--- config.mk ---
export PLATFORM = sky130hd
export DESIGN_NAME = ifu_fetch
export DESIGN_NICKNAME = d
export VERILOG_FILES = /design/src/rtl/ifu_fetch.sv
export SDC_FILE = /design/constraint.sdc
export NUM_CORES = 1
export LEC_CHECK = 0
export CORE_UTILIZATION = 45
export DETAILED_ROUTE_END_ITERATION = 10
export HOLD_SLACK_MARGIN = 0.12
export PLACE_DENSITY = 0.9
export REMOVE_ABC_BUFFERS = 1
export SKIP_LAST_GASP = 1
export SLEW_MARGIN = 20
export SYNTH_ARGS = -nofsm -noshare
export SYNTH_HDL_FRONTEND = slang
export SYNTH_SLANG_ARGS = --single-unit
--- constraint.sdc ---
create_clock -name clk -period 10.4 [get_ports clk]
set_input_delay 2.08 -clock clk [delete_from_list [all_inputs] [get_ports clk]]
set_output_delay 2.08 -clock clk [all_outputs]
set_load 0.03 [all_outputs]
--- src/rtl/ifu_fetch.sv ---
// ifu_fetch: instruction fetch unit. Issues one fetch request at a time to
// instruction memory, holds the returned instruction for EXU and handles
// redirects (flush) by draining or discarding in-flight responses.
// Optional feature: define IFU_RVC_EN to allow 16-bit aligned fetch and
// report compressed instructions through ifu_o_rv32.
module ifu_fetch #(
  parameter int IR_DW   = 32,
  parameter int PC_SIZE = 32
) (
  input  logic               clk,
  input  logic               rst,
  input  logic [PC_SIZE-1:0] ifu_i_pc,
  input  logic               ifu_i_flush,
  output logic               ifu_o_req_valid,
  input  logic               ifu_i_req_ready,
  output logic [PC_SIZE-1:0] ifu_o_req_addr,
  input  logic               ifu_i_rsp_valid,
  input  logic [IR_DW-1:0]   ifu_i_rsp_rdata,
  input  logic               ifu_i_rsp_err,
  output logic               ifu_o_rsp_ready,
  output logic               ifu_o_valid,
  input  logic               ifu_i_exu_ready,
  output logic [IR_DW-1:0]   ifu_o_ir,
  output logic [PC_SIZE-1:0] ifu_o_pc,
  output logic               ifu_o_rv32,
  output logic               ifu_o_bus_err,
  output logic               ifu_o_misalign
);

  typedef enum logic [2:0] {
    ST_IDLE,
    ST_REQ,
    ST_WAIT,
    ST_DRAIN,
    ST_HOLD
  } state_t;

  state_t             state_q, state_d;
  logic [PC_SIZE-1:0] addr_q, addr_d;
  logic [IR_DW-1:0]   ir_q, ir_d;
  logic [PC_SIZE-1:0] pc_q, pc_d;
  logic               bus_err_q, bus_err_d;
  logic               misalign_q, misalign_d;
  logic               req_valid_q, req_valid_d;
  logic               rsp_ready_q, rsp_ready_d;

  logic               req_hs;
  logic               rsp_hs;
  logic               addr_q_mis;
  logic               addr_d_mis;

  assign req_hs = req_valid_q & ifu_i_req_ready;
  assign rsp_hs = ifu_i_rsp_valid & rsp_ready_q;

`ifdef IFU_RVC_EN
  // Compressed support: halfword alignment is enough.
  assign addr_q_mis = addr_q[0];
  assign addr_d_mis = addr_d[0];
`else
  assign addr_q_mis = |addr_q[1:0];
  assign addr_d_mis = |addr_d[1:0];
`endif

  // Next-state, next-address and held-instruction computation.
  always_comb begin
    state_d    = state_q;
    addr_d     = addr_q;
    ir_d       = ir_q;
    pc_d       = pc_q;
    bus_err_d  = bus_err_q;
    misalign_d = misalign_q;
    case (state_q)
      ST_IDLE: begin
        addr_d  = ifu_i_pc;
        state_d = ST_REQ;
      end
      ST_REQ: begin
        if (ifu_i_flush) begin
          addr_d  = ifu_i_pc;
          state_d = req_hs ? ST_DRAIN : ST_REQ;
        end else if (addr_q_mis) begin
          ir_d       = '0;
          pc_d       = addr_q;
          bus_err_d  = 1'b0;
          misalign_d = 1'b1;
          state_d    = ST_HOLD;
        end else if (req_hs) begin
          state_d = ST_WAIT;
        end
      end
      ST_WAIT: begin
        if (ifu_i_flush) begin
          addr_d  = ifu_i_pc;
          state_d = rsp_hs ? ST_REQ : ST_DRAIN;
        end else if (rsp_hs) begin
          ir_d       = ifu_i_rsp_rdata;
          pc_d       = addr_q;
          bus_err_d  = ifu_i_rsp_err;
          misalign_d = 1'b0;
          state_d    = ST_HOLD;
        end
      end
      ST_DRAIN: begin
        if (ifu_i_flush) begin
          addr_d = ifu_i_pc;
        end
        if (rsp_hs) begin
          state_d = ST_REQ;
        end
      end
      ST_HOLD: begin
        if (ifu_i_flush || ifu_i_exu_ready) begin
          addr_d  = ifu_i_pc;
          state_d = ST_REQ;
        end
      end
      default: begin
        state_d = ST_IDLE;
      end
    endcase
    req_valid_d = (state_d == ST_REQ) & ~addr_d_mis;
    rsp_ready_d = (state_d == ST_WAIT) | (state_d == ST_DRAIN);
  end

  // State, fetch address and held instruction registers.
  always_ff @(posedge clk or posedge rst) begin
    if (rst) begin
      state_q     <= ST_IDLE;
      addr_q      <= '0;
      ir_q        <= '0;
      pc_q        <= '0;
      bus_err_q   <= 1'b0;
      misalign_q  <= 1'b0;
      req_valid_q <= 1'b0;
      rsp_ready_q <= 1'b0;
    end else begin
      state_q     <= state_d;
      addr_q      <= addr_d;
      ir_q        <= ir_d;
      pc_q        <= pc_d;
      bus_err_q   <= bus_err_d;
      misalign_q  <= misalign_d;
      req_valid_q <= req_valid_d;
      rsp_ready_q <= rsp_ready_d;
    end
  end

`ifdef IFU_RVC_EN
  logic rv32_q;
  logic rv32_d;

  assign rv32_d = (ir_d[1:0] == 2'b11);

  // Instruction length flag tracks whatever instruction is being held.
  always_ff @(posedge clk or posedge rst) begin
    if (rst) begin
      rv32_q <= 1'b1;
    end else begin
      rv32_q <= rv32_d;
    end
  end

  assign ifu_o_rv32 = rv32_q;
`else
  assign ifu_o_rv32 = 1'b1;
`endif

  assign ifu_o_req_valid = req_valid_q;
  assign ifu_o_req_addr  = addr_q;
  assign ifu_o_rsp_ready = rsp_ready_q;
  assign ifu_o_valid     = (state_q == ST_HOLD) & ~ifu_i_flush;
  assign ifu_o_ir        = ir_q;
  assign ifu_o_pc        = pc_q;
  assign ifu_o_bus_err   = bus_err_q;
  assign ifu_o_misalign  = misalign_q;

endmodule

==> flow_summary.toml, run 1 <==
[worst_hold_path]
hold_class = "reg -> reg"

[global_routing]
grt_util_all_layers_pct = 20.0
grt_overflow = 0
grt_pass1_vias = 2744
antenna_found_initial = 0
grt_first_pass_wirelength_um = 13700
grt_max_degree = 55

[worst_setup_path]
cp_data_arrival_time_ps = 3740
crit_type = "in -> out"
path_max_fanout = 8
end_kind = "output pin"
required_ps = 8320
cp-start-kind = "primary input"

[sta]
hold_violations = 0
fmax_mhz = 172
hold_slack_ps = 493
setup_tns_ps = 0
period_needed_ps = 5820
rsz0062_at_grt = "false"
period_share_pct = 55.9
setup_viol = 0
slew_violations = 0
setup_ws_ps = 4580
worst_pin_slew_ps = 811
slew_headroom_pct = 45.4
skew_ps = 16.9

[clocking]
worstSkewPairLatency_ps = 340
cts_tree = "yes"
cts_max_level = 3
cts.sinks = 103
cts_made_buffers = 9
clockBufferDepth = 2
post_cts_buffers = 0
cts.reportedPaths.clkPinSlew_ps = 90
post_cts_resized = 0
cts-root-buf = "clkbuf_8"
ctsHoldBuffers = 0

[logic_synthesis]
ys_warn_count = 0
synthFlopType = "dfrtp_1"
yosys-top-cells-area = "dfrtp_1, mux2_2, a22o_1"
netlist_instances = 242
synth_edf_count = 0
synth_top_area_share_pct = 66.6
async_flop_share_pct = 100
ys_types = 26
synth.most_common_cell = "dfrtp_1"
yosysSeqAreaShare_pct = 66.6
syn_area_per_cell_um2 = 16.0
yosys-top-cells-count = "dfrtp_1, mux2_2, a22o_1, mux2_1, clkbuf_1"
syn-cell-area_um2 = 3870
synth_largest_area_cell = "dfrtp_1"
synth_seq_cells = 103

[die]
initial_utilization_pct = 46.9
die_area_um2 = 8970
coreArea_um2 = 8260
fp.dieW_um = 94.7
io_pins = 173
rows = 33
chipHeight_um = 94.7

[flow_run]
drv_cap = 0

[place]
io_buffers = 171
place_hpwl_um = 6370
place_inst = 507
place_ws_ps = 4590
place_area_um2 = 5680
gp_congestion = 0.755

[detailed_routing]
first_iter_violations = 51
ant_nets = 0
drc_errors = 0
drt-wirelength-per-cell_um = 17.0
dr_total_vias = 2663
dr.pass1.iters = 4
wl_um = 8890
via_per_inst = 5.10

[finish]
multi_input_area_um2 = 1220
final_cells = 522
regArea_um2 = 2580
post-route-util_pct = 71.1
nFillCells = 580
num_antenna_cells = 0
syn_to_final_growth_pct = 51.8
nNetsFinal = 484
fin_area_um2 = 5870
drive_gt1_share_pct = 17.7

[power_and_ir_drop]
p_seq_share_pct = 36.0
ir_worst_vdd_mv = 0.202
power_mw = 1.74
p_int_mw = 1.06
pwr_density_cell_nw_per_um2 = 297
power_frac_comb_pct = 50.0
p_leak_nw = 2.50
clockPowerShare_pct = 14.0
power.switching_uw = 683
switching_share_pct = 39.2

[outcome]
status = "finished, final reports clean"
layer usage:
layer | wire length [um] | vias to the layer above | global-route usage (%)
li1 | - | 1214 | -
met1 | 3510 | 1328 | 23.9
met2 | 4530 | 112 | 34.9
met3 | 744 | 9 | 5.72
met4 | 102 | 0 | 6.06
met5 | 0 | - | 0
layout make-up:
| type | instances | area share (%) |
|---|---|---|
| clock buffers | 10 | 2.34 |
| clock inverters | 5 | 1.00 |
| inverters | 1 | 0.106 |
| multi-input cells | 123 | 20.8 |
| flip-flops and latches | 103 | 43.9 |
| well taps | 105 | 2.24 |
| repair buffers | 175 | 29.6 |
worst max-delay path: stages:
cell	delay, ps
clkdlybuf4s50_1	570
nor4b_1	360
clkdlybuf4s50_1	730
state kept, by name, summed over array words and instances (netlist names):
signal	count
ifu_o_misalign	1
ifu_o_rsp_ready	1
state_q	3
ifu_o_pc	32
ifu_o_ir	32
ifu_o_req_valid	1
ifu_o_bus_err	1
ifu_o_req_addr	32
layout by cell type, fill, tap and decap left out, types with 2 or more instances in the layout:
cell type          n
nand2b_1           3
mux2_2            44
a21oi_1            2
o21ai_0            2
mux2_4             7
nor2_1             4
nor4b_1            2
nand2_1            2
clkbuf_8          10
clkdlybuf4s50_1  171
mux2_1            13
clkinvlp_4         2
buf_4              4
a22o_1            33
dfrtp_1          103
power by group through the flow:
| stage | sequential, mW | combinational [mW] | clock, mW |
|---|---|---|---|
| global route | 0.648 | 0.915 | 0.267 |
| finish | 0.628 | 0.872 | 0.245 |
| global placement | 0.624 | 0.860 | 0 |
| CTS | 0.629 | 0.883 | 0.250 |
| floorplan | 0.877 | 0.271 | 0 |
| detailed placement | 0.636 | 0.878 | 0 |
cells by family (layout without fill, tap and decap cells):
kind of cell / count (synthesis) / after routing / share of synthesized area, %
flip-flops: 103 / 103 / 66.6
multiplexers: 64 / 64 / 19.3
AO/OA/AOI/OAI: 42 / 42 / 9.05
AND/OR/NAND/NOR: 16 / 16 / 2.78
buffers and inverters: 16 / 191 / 2.17
other: 1 / 1 / 0.0969
path summary, 6_finish.rpt:
kind / startpoint / endpoint / slack (ps) / depth (start not counted)
max in group asynchronous: rst / ifu_o_pc[3]$_DFFE_PP0P_ / 7150 / 3
max: ifu_i_flush / ifu_o_valid / 4580 / 3
max reg2reg: state_q[1]$_DFF_PP0_ / ifu_o_pc[6]$_DFFE_PP0P_ / 7970 / 5
min reg2reg: ifu_o_pc[15]$_DFFE_PP0P_ / ifu_o_pc[15]$_DFFE_PP0P_ / 490 / 1
min: ifu_o_pc[15]$_DFFE_PP0P_ / ifu_o_pc[15]$_DFFE_PP0P_ / 490 / 1
min in group asynchronous: rst / ifu_o_ir[0]$_DFFE_PP0P_ / 2170 / 2
(Power assumes the default switching activity.)
==> run 2: changes to the inputs <==
--- a/config.mk
+++ b/config.mk
@@ -5,10 +5,10 @@
 export SDC_FILE = /design/constraint.sdc
 export NUM_CORES = 1
 export LEC_CHECK = 0
-export CORE_UTILIZATION = 45
+export CORE_UTILIZATION = 38
 export DETAILED_ROUTE_END_ITERATION = 10
 export HOLD_SLACK_MARGIN = 0.12
-export PLACE_DENSITY = 0.9
+export PLACE_DENSITY = 0.82
 export REMOVE_ABC_BUFFERS = 1
 export SKIP_LAST_GASP = 1
 export SLEW_MARGIN = 20
==> constraint.sdc (replaced) <==
create_clock -name clk -period 5.2 [get_ports clk]
set_input_delay 1.04 -clock clk [delete_from_list [all_inputs] [get_ports clk]]
set_output_delay 1.04 -clock clk [all_outputs]
set_load 0.03 [all_outputs]
==> run 2 against run 1 <==
  * Non-clock buffer count rose by 1
  * Register-to-register slack got worse by 5200 ps
  * Sequential power rose by 100%
  * Hold slack improved by 6.6 ps
  * Die area rose by 18%
  * Critical path depth did not move
  * Combinational power rose by 100%
  * Critical endpoint unchanged
  * Highest routed layer unchanged
  * Setup slack got worse by 3100 ps
==> flow_summary.toml, run 2 (synthesized netlist as in run 1, its figures left out) <==
[outcome]
status = "finished, final reports clean"

[sta]
period_needed_ps = 3720
fmax_mhz = 269
skew_ps = 9.02
slew_violations = 0
setup_viol = 0
slew_headroom_pct = 39.5
hold_slack_ps = 500
period_share_pct = 71.5
worst_pin_slew_ps = 907
setup_tns_ps = 0
hold_violations = 0
rsz0062_at_grt = "false"

[detailed_routing]
first_iter_violations = 50
ant_nets = 0
wl_um = 9050
dr.pass1.iters = 4
wl_met2_um = 4360
via_per_inst = 4.98
routed.top_layer = "met4"
drc_errors = 0
drt-wirelength-per-cell_um = 16.5
dr_total_vias = 2740
wl_met1_um = 3540
wl_met3_um = 1000

[die]
die_area_um2 = 10600
rows = 36
io_pins = 173
fp.dieW_um = 103
chipHeight_um = 103
coreArea_um2 = 9820
initial_utilization_pct = 39.4

[clocking]
post_cts_buffers = 0
cts-root-buf = "clkbuf_8"
cts.reportedPaths.clkPinSlew_ps = 100
cts_made_buffers = 9
cts.sinks = 103
ctsHoldBuffers = 0
cts_tree = "yes"
cts_max_level = 3
post_cts_resized = 0
clockBufferDepth = 2
worstSkewPairLatency_ps = 350

[worst_setup_path]
end_kind = "output pin"
crit_top_cell = "clkdlybuf4s50_1"
path_max_fanout = 8
required_ps = 4160
cpPeakStageDelay_ps = 720
cp_data_arrival_time_ps = 2680
cp-start-kind = "primary input"
path_cells = "clkdlybuf4s50_1 -> nor4b_1 -> clkdlybuf4s50_1"
crit_type = "in -> out"
crit_slowest_cell = "clkdlybuf4s50_1"

[power_and_ir_drop]
pwr_density_cell_nw_per_um2 = 589
ir_worst_vdd_mv = 0.346
p_leak_nw = 2.52

[global_routing]
grt_overflow = 0
grt_pass1_vias = 2671
antenna_found_initial = 0
grt_first_pass_wirelength_um = 13800
grt_util_all_layers_pct = 17.3
grt_max_degree = 61

[finish]
nNetsFinal = 485
drive_gt1_share_pct = 17.7
layout_common_cells = "clkdlybuf4s50_1, dfrtp_1, mux2_2"
final_common_cell = "clkdlybuf4s50_1"
syn_to_final_growth_pct = 53.1
nFillCells = 806
num_antenna_cells = 0

[place]
gp_congestion = 0.786
io_buffers = 171
place_hpwl_um = 6530

[flow_run]
drv_cap = 0

[worst_hold_path]
hold_class = "reg -> reg"
==> run 2: worst max-delay path: cells and delay by family <==
family | cells | cell delay [ps]
AND/OR/NAND/NOR | 1 | 350
buffers and inverters | 2 | 1300
==> run 2: routing by layer <==
metal | global-route usage (%) | vias to the layer above
li1 | - | 1229
met1 | 20.5 | 1361
met2 | 28.3 | 135
met3 | 6.92 | 15
met4 | 6.50 | 0
met5 | 0 | -
==> run 2: path summary, 6_finish.rpt <==
| check | start | endpoint | slack [ps] | depth (start not counted) |
|---|---|---|---|---|
| worst min register to register | ifu_o_pc[16]$_DFFE_PP0P_ | ifu_o_pc[16]$_DFFE_PP0P_ | 500 | 1 |
| max in group asynchronous | rst | ifu_o_pc[4]$_DFFE_PP0P_ | 3000 | 3 |
| min in group asynchronous | rst | ifu_o_ir[30]$_DFFE_PP0P_ | 1150 | 2 |
| worst max-delay path | ifu_i_flush | ifu_o_valid | 1480 | 3 |
| worst max register to register | state_q[2]$_DFF_PP0_ | ifu_o_req_addr[7]$_DFFE_PP0P_ | 2770 | 4 |
| worst min-delay path | ifu_o_pc[16]$_DFFE_PP0P_ | ifu_o_pc[16]$_DFFE_PP0P_ | 500 | 1 |
==> run 2: area by class of cell <==
cell class | instances | area [um^2] | area share, %
Sequential cell | 103 | 2580 | 43.5
Timing Repair Buffer | 176 | 1770 | 29.9
Multi-Input combinational cell | 123 | 1220 | 20.6
Tap cell | 133 | 166 | 2.81
Clock buffer | 9 | 124 | 2.09
Clock inverter | 5 | 60.1 | 1.01
Inverter | 1 | 6.26 | 0.106
==> run 2: where the power goes <==
group	leakage [nW]	total (mW)	internal [mW]	switching, mW
Combinational	1.14	1.75	0.836	0.915
Sequential	1.28	1.26	1.07	0.184
Clock	0.0915	0.482	0.219	0.263
==> run 2: metrics by stage <==
step | std cells | utilization, % | worst slack [ps] | power (mW) | instance area [um^2]
final | 550 | 60.3 | 1480 | 3.49 | 5920
after global routing | 550 | 60.3 | 1370 | 3.69 | 5920
after CTS | 549 | 60.1 | 1460 | 3.52 | 5900
after detailed placement | 535 | 58.2 | 1460 | 3.02 | 5710
after global placement | 535 | 58.2 | 1500 | 2.99 | 5710
after floorplan | 227 | - | 735 | 2.30 | 3790
